--- src/rtl/spi_master_param.sv ---
// Parametrised SPI master: configurable word width, SCK divider, CS setup/hold and per-transfer SPI mode.
// Optional internal loopback (MOSI->sample path, CSbar held high) enabled by `define SPI_MASTER_PARAM_LOOPBACK_EN.
module spi_master_param #(
  parameter int DATA_W   = 16,
  parameter int CLK_DIV  = 2,
  parameter int CS_SETUP = 1,
  parameter int CS_HOLD  = 1
) (
  input  logic              SYS_CLK,
  input  logic              RST,
  input  logic              START,
  input  logic [1:0]        MODE,
  input  logic [DATA_W-1:0] DATA_MOSI,
  input  logic              MISO,
`ifdef SPI_MASTER_PARAM_LOOPBACK_EN
  input  logic              LOOPBACK,
`endif
  output logic              MOSI,
  output logic              SCK,
  output logic              CSbar,
  output logic              BUSY,
  output logic              FIN,
  output logic [DATA_W-1:0] DATA_MISO
);

  localparam int MAX_T = (CLK_DIV > CS_SETUP) ? ((CLK_DIV > CS_HOLD) ? CLK_DIV : CS_HOLD)
                                              : ((CS_SETUP > CS_HOLD) ? CS_SETUP : CS_HOLD);
  localparam int CNT_W  = (MAX_T > 1) ? $clog2(MAX_T) : 1;
  localparam int EDGE_W = $clog2(2 * DATA_W);

  localparam logic [CNT_W-1:0]  DIV_LAST   = CNT_W'(CLK_DIV - 1);
  localparam logic [CNT_W-1:0]  SETUP_LAST = CNT_W'(CS_SETUP - 1);
  localparam logic [CNT_W-1:0]  HOLD_LAST  = CNT_W'(CS_HOLD - 1);
  localparam logic [EDGE_W-1:0] EDGE_LAST  = EDGE_W'(2 * DATA_W - 1);

  typedef enum logic [1:0] {IDLE, SETUP, XFER, HOLD} state_e;

  state_e              state_q, state_d;
  logic [1:0]          mode_q, mode_d;
  logic                lb_q, lb_d;
  logic [DATA_W-1:0]   tx_q, tx_d;
  logic [DATA_W-1:0]   rx_q, rx_d;
  logic [DATA_W-1:0]   dout_q, dout_d;
  logic [CNT_W-1:0]    cnt_q, cnt_d;
  logic [EDGE_W-1:0]   edge_q, edge_d;
  logic                sck_q, sck_d;
  logic                mosi_q, mosi_d;
  logic                fin_q, fin_d;
  logic                lb_start;
  logic                sample_src;
  logic                leading;

`ifdef SPI_MASTER_PARAM_LOOPBACK_EN
  assign lb_start = LOOPBACK;
`else
  assign lb_start = 1'b0;
`endif

  // Loopback samples the bit currently being presented on MOSI.
  assign sample_src = lb_q ? mosi_q : MISO;
  assign leading    = ~edge_q[0];

  // NOTE: every variable gets a default before the case so no latch is inferred.
  always_comb begin
    state_d = state_q;
    mode_d  = mode_q;
    lb_d    = lb_q;
    tx_d    = tx_q;
    rx_d    = rx_q;
    dout_d  = dout_q;
    cnt_d   = cnt_q;
    edge_d  = edge_q;
    sck_d   = sck_q;
    mosi_d  = mosi_q;
    fin_d   = 1'b0;

    unique case (state_q)
      IDLE: begin
        sck_d  = mode_q[1];
        mosi_d = 1'b0;
        if (START) begin
          state_d = SETUP;
          mode_d  = MODE;
          lb_d    = lb_start;
          sck_d   = MODE[1];
          cnt_d   = '0;
          edge_d  = '0;
          rx_d    = '0;
          // CPHA=0 presents the MSB with CSbar; CPHA=1 waits for the first leading edge.
          if (!MODE[0]) begin
            mosi_d = DATA_MOSI[DATA_W-1];
            tx_d   = {DATA_MOSI[DATA_W-2:0], 1'b0};
          end else begin
            tx_d   = DATA_MOSI;
          end
        end
      end

      SETUP: begin
        if (cnt_q == SETUP_LAST) begin
          state_d = XFER;
          cnt_d   = '0;
        end else begin
          cnt_d   = cnt_q + 1'b1;
        end
      end

      XFER: begin
        if (cnt_q == DIV_LAST) begin
          cnt_d  = '0;
          sck_d  = ~sck_q;
          edge_d = edge_q + 1'b1;
          if (leading ^ mode_q[0]) begin
            rx_d = {rx_q[DATA_W-2:0], sample_src};
          end else if (edge_q != EDGE_LAST) begin
            mosi_d = tx_q[DATA_W-1];
            tx_d   = {tx_q[DATA_W-2:0], 1'b0};
          end
          if (edge_q == EDGE_LAST) begin
            state_d = HOLD;
            edge_d  = '0;
          end
        end else begin
          cnt_d = cnt_q + 1'b1;
        end
      end

      HOLD: begin
        sck_d = mode_q[1];
        if (cnt_q == HOLD_LAST) begin
          state_d = IDLE;
          cnt_d   = '0;
          fin_d   = 1'b1;
          dout_d  = rx_q;
          mosi_d  = 1'b0;
        end else begin
          cnt_d   = cnt_q + 1'b1;
        end
      end

      default: state_d = IDLE;
    endcase
  end

  // NOTE: sequential state uses non-blocking assignments only.
  always_ff @(posedge SYS_CLK) begin
    if (RST) begin
      state_q <= IDLE;
      mode_q  <= 2'b00;
      lb_q    <= 1'b0;
      tx_q    <= '0;
      rx_q    <= '0;
      dout_q  <= '0;
      cnt_q   <= '0;
      edge_q  <= '0;
      sck_q   <= 1'b0;
      mosi_q  <= 1'b0;
      fin_q   <= 1'b0;
    end else begin
      state_q <= state_d;
      mode_q  <= mode_d;
      lb_q    <= lb_d;
      tx_q    <= tx_d;
      rx_q    <= rx_d;
      dout_q  <= dout_d;
      cnt_q   <= cnt_d;
      edge_q  <= edge_d;
      sck_q   <= sck_d;
      mosi_q  <= mosi_d;
      fin_q   <= fin_d;
    end
  end

  assign MOSI      = mosi_q;
  assign SCK       = sck_q;
  assign CSbar     = (state_q == IDLE) || lb_q;
  assign BUSY      = (state_q != IDLE);
  assign FIN       = fin_q;
  assign DATA_MISO = dout_q;

endmodule

--- config.mk ---
export PLATFORM = sky130hd
export DESIGN_NAME = spi_master_param
export DESIGN_NICKNAME = d
export VERILOG_FILES = /design/src/rtl/spi_master_param.sv
export SDC_FILE = /design/constraint.sdc
export NUM_CORES = 1
export LEC_CHECK = 0
export BUFFER_PORTS_ARGS = -buffer_cell sky130_fd_sc_hd__buf_2
export CAP_MARGIN = 25
export CORE_AREA = 10 10 127 83
export CTS_CLUSTER_DIAMETER = 150
export DETAILED_ROUTE_END_ITERATION = 12
export DIE_AREA = 0 0 137 93
export SYNTH_ARGS = -nofsm -noshare
export SYNTH_HDL_FRONTEND = slang
export SYNTH_SLANG_ARGS = --single-unit
--- constraint.sdc ---
create_clock -name SYS_CLK -period 1.7 [get_ports SYS_CLK]
set_input_delay 0.34 -clock SYS_CLK [delete_from_list [all_inputs] [get_ports SYS_CLK]]
set_output_delay 0.34 -clock SYS_CLK [all_outputs]
set_load 0.05 [all_outputs]
==> metrics.yaml, run 1 <==
logic_synthesis:
  ys_warn_count: 0
  syn_area_um2: 2800
  synth_cells: 334
  synth_top_area_share_pct: 43.6
  ys_top_cells_by_area: "dfxtp_1, nand2_1, mux2i_1, a21oi_1, o21ai_0"
  yosysSeqAreaShare_pct: 43.6
  synth_nets: 363
  yosysUniqueCellTypes: 40
  ys.flop_type: "dfxtp_1"
  synth_edf_count: 0
  avgSynthCellArea_um2: 8.39
  yosys_register_bits: 61
  synth_top_area_cell: "dfxtp_1"
  synth-async-reset-ratio_pct: 0
power:
  power.total_mw: 5.97
  p_per_area_nw_per_um2: 1610
  vdd_drop_max_uv: 479
  leakagePower_nw: 1.45
timing:
  finalCritPeriodShare_pct: 96.0
  finalMaxSlewViolations: 0
  fmax_ghz: 0.613
  hold_violations: 0
  setup_viol: 0
  slew_headroom_pct: 63.0
  timing.final.crit_period_ns: 1.63
  finClkSkew_ns: 0.00658
  worst_pin_slew_ns: 0.555
place:
  placed_area_um2: 3300
  io_buffer_count: 42
  post-place-cells: 490
  hpwl_mm: 5.06
  gp_congestion: 0.839
clock_tree:
  cts_sinks: 61
  clk_pin_slew_ns: 0.05
  cts_tree: "built"
  cts.htree.levels: 3
  cts-hold-fix-buffers: 0
  insertion_delay_ns: 0.33
  cts-root-buf: "clkbuf_16"
  numCtsBuffers: 9
  cts_buffer_depth: 2
routing:
  firstDrtPassIters: 4
  num_vias: 2502
  viasPerCell: 4.93
  drt_drc_violations_left: 0
  wirelength_mm: 7.27
  ant_nets: 0
  drtIter0Drc: 122
  route.detailed.wl_per_inst_um: 14.3
global_route:
  grt_max_degree: 28
  antenna_found_initial: 0
  overflow: 0
  grt_pass1_vias: 2331
  grt.total_usage_pct: 11.1
  grt_first_pass_wirelength_mm: 11.4
cells_and_area:
  fillers: 843
  fin_area_um2: 3710
  areaGrowthSynthToFinish_pct: 32.6
  layout.cells.most_common: "dfxtp_1"
  stdcell_count: 507
  drive_above_1_share_pct: 28.4
  most-common-layout-cells: "dfxtp_1, nand2_1, buf_2, a21oi_1, buf_4"
  nNetsFinal: 419
  antenna-diode-count: 0
critical_path:
  cp_slowest_stage_delay_ns: 0.34
  endpoint_kind: "flop"
  path_cells: "inv_2 > ha_2 > buf_4 > a21boi_2 > or3_4 > a211oi_1"
  critical_path_class: "reg2reg"
  worst_ep_required_time_ns: 1.94
  critPathMaxFanout: 11
  slowest_stage: "or3_4"
  crit_arrival_ns: 1.87
  start_kind: "flop"
run_status:
  outcome: "completed"
hold_path:
  hp-class: "in2reg"
floorplanning:
  dieArea_um2: 12700
  die_h_um: 93
  num_rows: 26
  die-width_um: 137
  core_um2: 8260
  ios: 43
  initial_utilization_pct: 33.9
flow_run:
  maxCapViolCount: 0
[critical path: cells and delay by family, from the launching register on]
family	cells	cell delay [ns]
compound gates	2	0.40
fa+ha+maj	1	0.22
buf+inv	2	0.25
flops	1	0.33
simple gates	1	0.34
[repair_timing]
item,in CTS,in global routing
gates cloned,0,1
resized for setup,8,13
pin swaps,1,3
endpoints found under the setup margin,20,17
buffers inserted,0,0
[stage by stage]
step | util [%] | setup slack, ns | hold slack, ns | TNS, ns
2_1_floorplan | - | -0.0254 | 0.432 | -0.233
3_3_place_gp | 39.9 | -0.00939 | 0.443 | -0.00939
3_5_place_dp | 39.9 | -0.110 | 0.444 | -1.03
4_1_cts | 43.9 | 0.0190 | 0.274 | 0
5_1_grt | 44.9 | -0.000697 | 0.287 | -0.000697
6_report | 44.9 | 0.0675 | 0.275 | 0
[state kept, by name, indices dropped and copies added, names as in the netlist]
register,count
cnt_q,1
DATA_MISO,16
SCK,1
mode_q,2
state_q,2
edge_q,5
rx_q,16
FIN,1
MOSI,1
tx_q,16
[cell type report]
class	count	area (um^2)	share of cell area, %
Tap cell	112	140	3.77
Clock inverter	6	62.6	1.68
Clock buffer	10	239	6.44
Inverter	5	18.8	0.505
Timing Repair Buffer	72	524	14.1
Multi-Input combinational cell	241	1500	40.4
Sequential cell	61	1230	33.1
[power breakdown]
part	leakage (nW)	internal (mW)	total (mW)	switching [mW]
combinational	0.815	1.04	2.37	1.33
clock	0.140	1.17	1.83	0.659
sequential	0.496	1.64	1.77	0.129
[Yosys cell counts (all sizes together), types with 5 or more instances]
| cell type | n |
|---|---|
| clkbuf | 9 |
| dfxtp | 61 |
| nor2 | 13 |
| a21oi | 35 |
| o22ai | 14 |
| o21ai | 32 |
| ha | 7 |
| buf | 18 |
| nand2 | 55 |
| nand3 | 18 |
| inv | 5 |
| nand2b | 16 |
| mux2i | 20 |
[routing by layer]
metal	wire [um]	track usage, %	vias up
met5	0	0	-
met4	124	4.72	0
li1	-	-	1274
met2	3090	15.5	61
met3	454	4.17	11
met1	3600	15.0	1156
[worst paths after layout]
| path | from | end | slack, ns | cells past startpoint |
|---|---|---|---|---|
| max | state_q[0] | state_q[0] | 0.07 | 6 |
| min | MISO | rx_q[0] | 0.27 | 3 |
| min reg2reg | DATA_MISO[5] | DATA_MISO[5] | 0.45 | 2 |
| max reg2reg | state_q[0] | state_q[0] | 0.07 | 6 |
[logic make-up after synthesis]
| family | share of synthesized area [%] |
|---|---|
| compound gates | 19.4 |
| xor+xnor | 1.52 |
| fa+ha+maj | 3.13 |
| buf+inv | 5.98 |
| flops | 43.6 |
| mux | 7.59 |
| simple gates | 18.8 |
Power figures use the tool's default switching activity.
==> run 2: changes to the inputs <==
--- a/config.mk
+++ b/config.mk
@@ -5,12 +5,13 @@
 export SDC_FILE = /design/constraint.sdc
 export NUM_CORES = 1
 export LEC_CHECK = 0
+export ABC_AREA = 1
 export BUFFER_PORTS_ARGS = -buffer_cell sky130_fd_sc_hd__buf_2
 export CAP_MARGIN = 25
-export CORE_AREA = 10 10 127 83
+export CORE_AREA = 10 10 130 85
 export CTS_CLUSTER_DIAMETER = 150
 export DETAILED_ROUTE_END_ITERATION = 12
-export DIE_AREA = 0 0 137 93
+export DIE_AREA = 0 0 140 95
 export SYNTH_ARGS = -nofsm -noshare
 export SYNTH_HDL_FRONTEND = slang
 export SYNTH_SLANG_ARGS = --single-unit
==> run 2 against run 1 <==
Net effect:
- sequential cell count unchanged
- global-route usage is 0.37 points higher
- critical path type is now reg2out
- wire length rose by 4.2%
==> metrics.yaml, run 2 <==
timing:
  hold_violations: 0  # unchanged
  worst_pin_slew_ns: 0.513  # -0.0422 ns
  slew_headroom_pct: 65.8  # +2.8 points
  finClkSkew_ns: 0.00735  # +0.000773 ns
  setup_viol: 0  # unchanged
  fmax_ghz: 0.611  # -0.26%
  timing.final.crit_period_ns: 1.64  # +0.00422 ns
  setup_tns_ns: 0  # unchanged
  finalMaxSlewViolations: 0  # unchanged
  finalCritPeriodShare_pct: 96.3  # +0.25 points
floorplanning:
  core_um2: 8780  # +6.3%
  num_rows: 27  # +3.8%
  dieArea_um2: 13300  # +4.4%
  die_h_um: 95  # +2.2%
  initial_utilization_pct: 33.8  # -0.11 points
  die-width_um: 140  # +2.2%
  ios: 43  # unchanged
cells_and_area:
  nNetsFinal: 512  # +22%
  fin_area_um2: 3850  # +3.8%
  fillers: 878  # +4.2%
  layout.cells.most_common: "nand2_1"
  most-common-layout-cells: "nand2_1, nor2_1, dfxtp_1, buf_2, a21oi_1"
  drive_above_1_share_pct: 23.2  # -5.2 points
  utilization_pct: 43.9  # -1.1 points
  areaGrowthSynthToFinish_pct: 29.8
  antenna-diode-count: 0  # unchanged
  seq_area_um2: 1230  # -0.10%
  multi_input_area_um2: 1600  # +6.4%
logic_synthesis:
  ys_top_cells_by_area: "dfxtp_1, nand2_1, nor2_1, nand3_1, a21oi_1"
  synthTopCellsByCount: "nand2_1, nor2_1, dfxtp_1"
  syn_area_um2: 2970  # +5.9%
  ys.flop_type: "dfxtp_1"
  yosysUniqueCellTypes: 29  # -28%
  synth_edf_count: 0  # unchanged
  ys_warn_count: 0  # unchanged
  synth_nets: 458  # +26%
  synth-async-reset-ratio_pct: 0  # unchanged
  yosysSeqAreaShare_pct: 41.1  # -2.4 points
  synth_cells: 429  # +28%
  yosys_register_bits: 61  # unchanged
  synth_top_area_share_pct: 41.1  # -2.4 points
  synth_top_area_cell: "dfxtp_1"
  avgSynthCellArea_um2: 6.92  # -18%
  synth_most_common_cell: "nand2_1"
hold_path:
  min-delay-start: "MISO"
  hp-class: "in2reg"
  hold_path_depth: 3  # unchanged
  holdPathEnd: "rx_q[0]"
critical_path:
  r2r-start: "edge_q[1]"
  ff2ff_path_depth: 11  # +5
  critPathMaxFanout: 6  # -5
  worstReg2RegEnd: "tx_q[4]"
  r2r_slack_ns: 0.08  # about the same
  worst_ep_required_time_ns: 1.36  # -0.58 ns
  crit_arrival_ns: 1.30  # -0.57 ns
  critical_path_class: "reg2out"
  start_kind: "flop"
  endpoint_kind: "primary output"
global_route:
  grt_pass1_vias: 2583  # +11%
  antenna_found_initial: 0  # unchanged
  grt_first_pass_wirelength_mm: 12.6  # +9.8%
  grt_max_degree: 33  # +18%
  overflow: 0  # unchanged
  grt.total_usage_pct: 11.5  # +0.37 points
clock_tree:
  cts-root-buf: "clkbuf_16"
  cts.htree.levels: 3  # unchanged
  cts-hold-fix-buffers: 0  # unchanged
  cts_tree: "built"
  numCtsBuffers: 9  # unchanged
  insertion_delay_ns: 0.33  # about the same
  cts_sinks: 61  # unchanged
  cts_buffer_depth: 2  # unchanged
  clk_pin_slew_ns: 0.06  # about the same
place:
  gp_congestion: 0.788  # -6.2%
  placed_area_um2: 3370  # +2.1%
  io_buffer_count: 42  # unchanged
  hpwl_mm: 5.01  # -0.93%
run_status:
  outcome: "completed"
routing:
  wirelength_mm: 7.57  # +4.2%
  drtIter0Drc: 187  # +53%
  firstDrtPassIters: 4  # unchanged
  viasPerCell: 4.62  # -6.4%
  num_vias: 2790  # +12%
  drt_drc_violations_left: 0  # unchanged
  ant_nets: 0  # unchanged
  route.detailed.wl_per_inst_um: 12.5  # -13%
power:
  p_per_area_nw_per_um2: 1820  # +13%
  vdd_drop_max_uv: 708  # +48%
  leakagePower_nw: 1.72  # +18%
  power.total_mw: 7.00  # +17%
flow_run:
  maxCapViolCount: 0  # unchanged
-- run 2: power breakdown --
| part | internal [mW] | switching (mW) |
|---|---|---|
| logic | 1.20 | 1.92 |
| clock network | 1.33 | 0.694 |
| registers | 1.71 | 0.145 |
-- run 2: cell families (layout without fill, tap and decap cells) --
kind of cell,Yosys count,after routing,synth area share (%)
adder cells (fa/ha/maj),7,7,2.95
AND/OR/NAND/NOR,255,255,37.2
buffers and inverters,42,101,7.42
AO/OA/AOI/OAI,64,64,11.3
flip-flops,61,61,41.1
-- run 2: worst max-delay path by stage --
stage               startpoint  endpoint  slack [ns]  cells past startpoint
finish              state_q[1]     CSbar        0.06                      3
global route         edge_q[1]   tx_q[9]       -0.01                     11
CTS                  edge_q[1]  tx_q[11]      0.0001                     10
global placement    state_q[1]      MOSI        0.05                      9
floorplan           state_q[0]   rx_q[5]        0.08                      9
detailed placement   edge_q[1]   tx_q[8]        0.03                     11
-- run 2: through the flow --
step / hold slack [ns] / setup WS (ns) / instances
after floorplan: 0.409 / 0.0837 / 429
after global placement: 0.443 / 0.0492 / 583
after detailed placement: 0.451 / 0.0323 / 583
after CTS: 0.256 / 0.000144 / 602
after global routing: 0.275 / -0.0128 / 604
final: 0.277 / 0.0632 / 604
-- run 2: timing repair --
item                                    in CTS  in global routing
cloned                                       1                  1
gates resized for setup                      7                 15
endpoints found under the setup margin       3                 22
pin swaps                                    2                  4
setup buffers                                2                  1
-- run 2: per-layer routing --
layer	GRT usage, %	up-vias	part of all wire [%]
met3	3.96	10	4.7
met1	15.0	1241	49
li1	-	1491	-
met4	4.37	0	1.2
met5	0	-	0
met2	17.2	48	45
-- run 2: area by class of cell --
class | instances | area share (%)
Clock buffer | 10 | 6.20
Clock inverter | 6 | 2.44
Inverter | 19 | 1.85
Multi-Input combinational cell | 326 | 41.4
Sequential cell | 61 | 31.9
Tap cell | 116 | 3.77
Timing Repair Buffer | 66 | 12.5
-- run 2: critical path, cell delays in order, from the launching register on --
cell	delay [ns]
dfxtp_2	0.34
inv_1	0.14
ha_4	0.21
buf_2	0.28
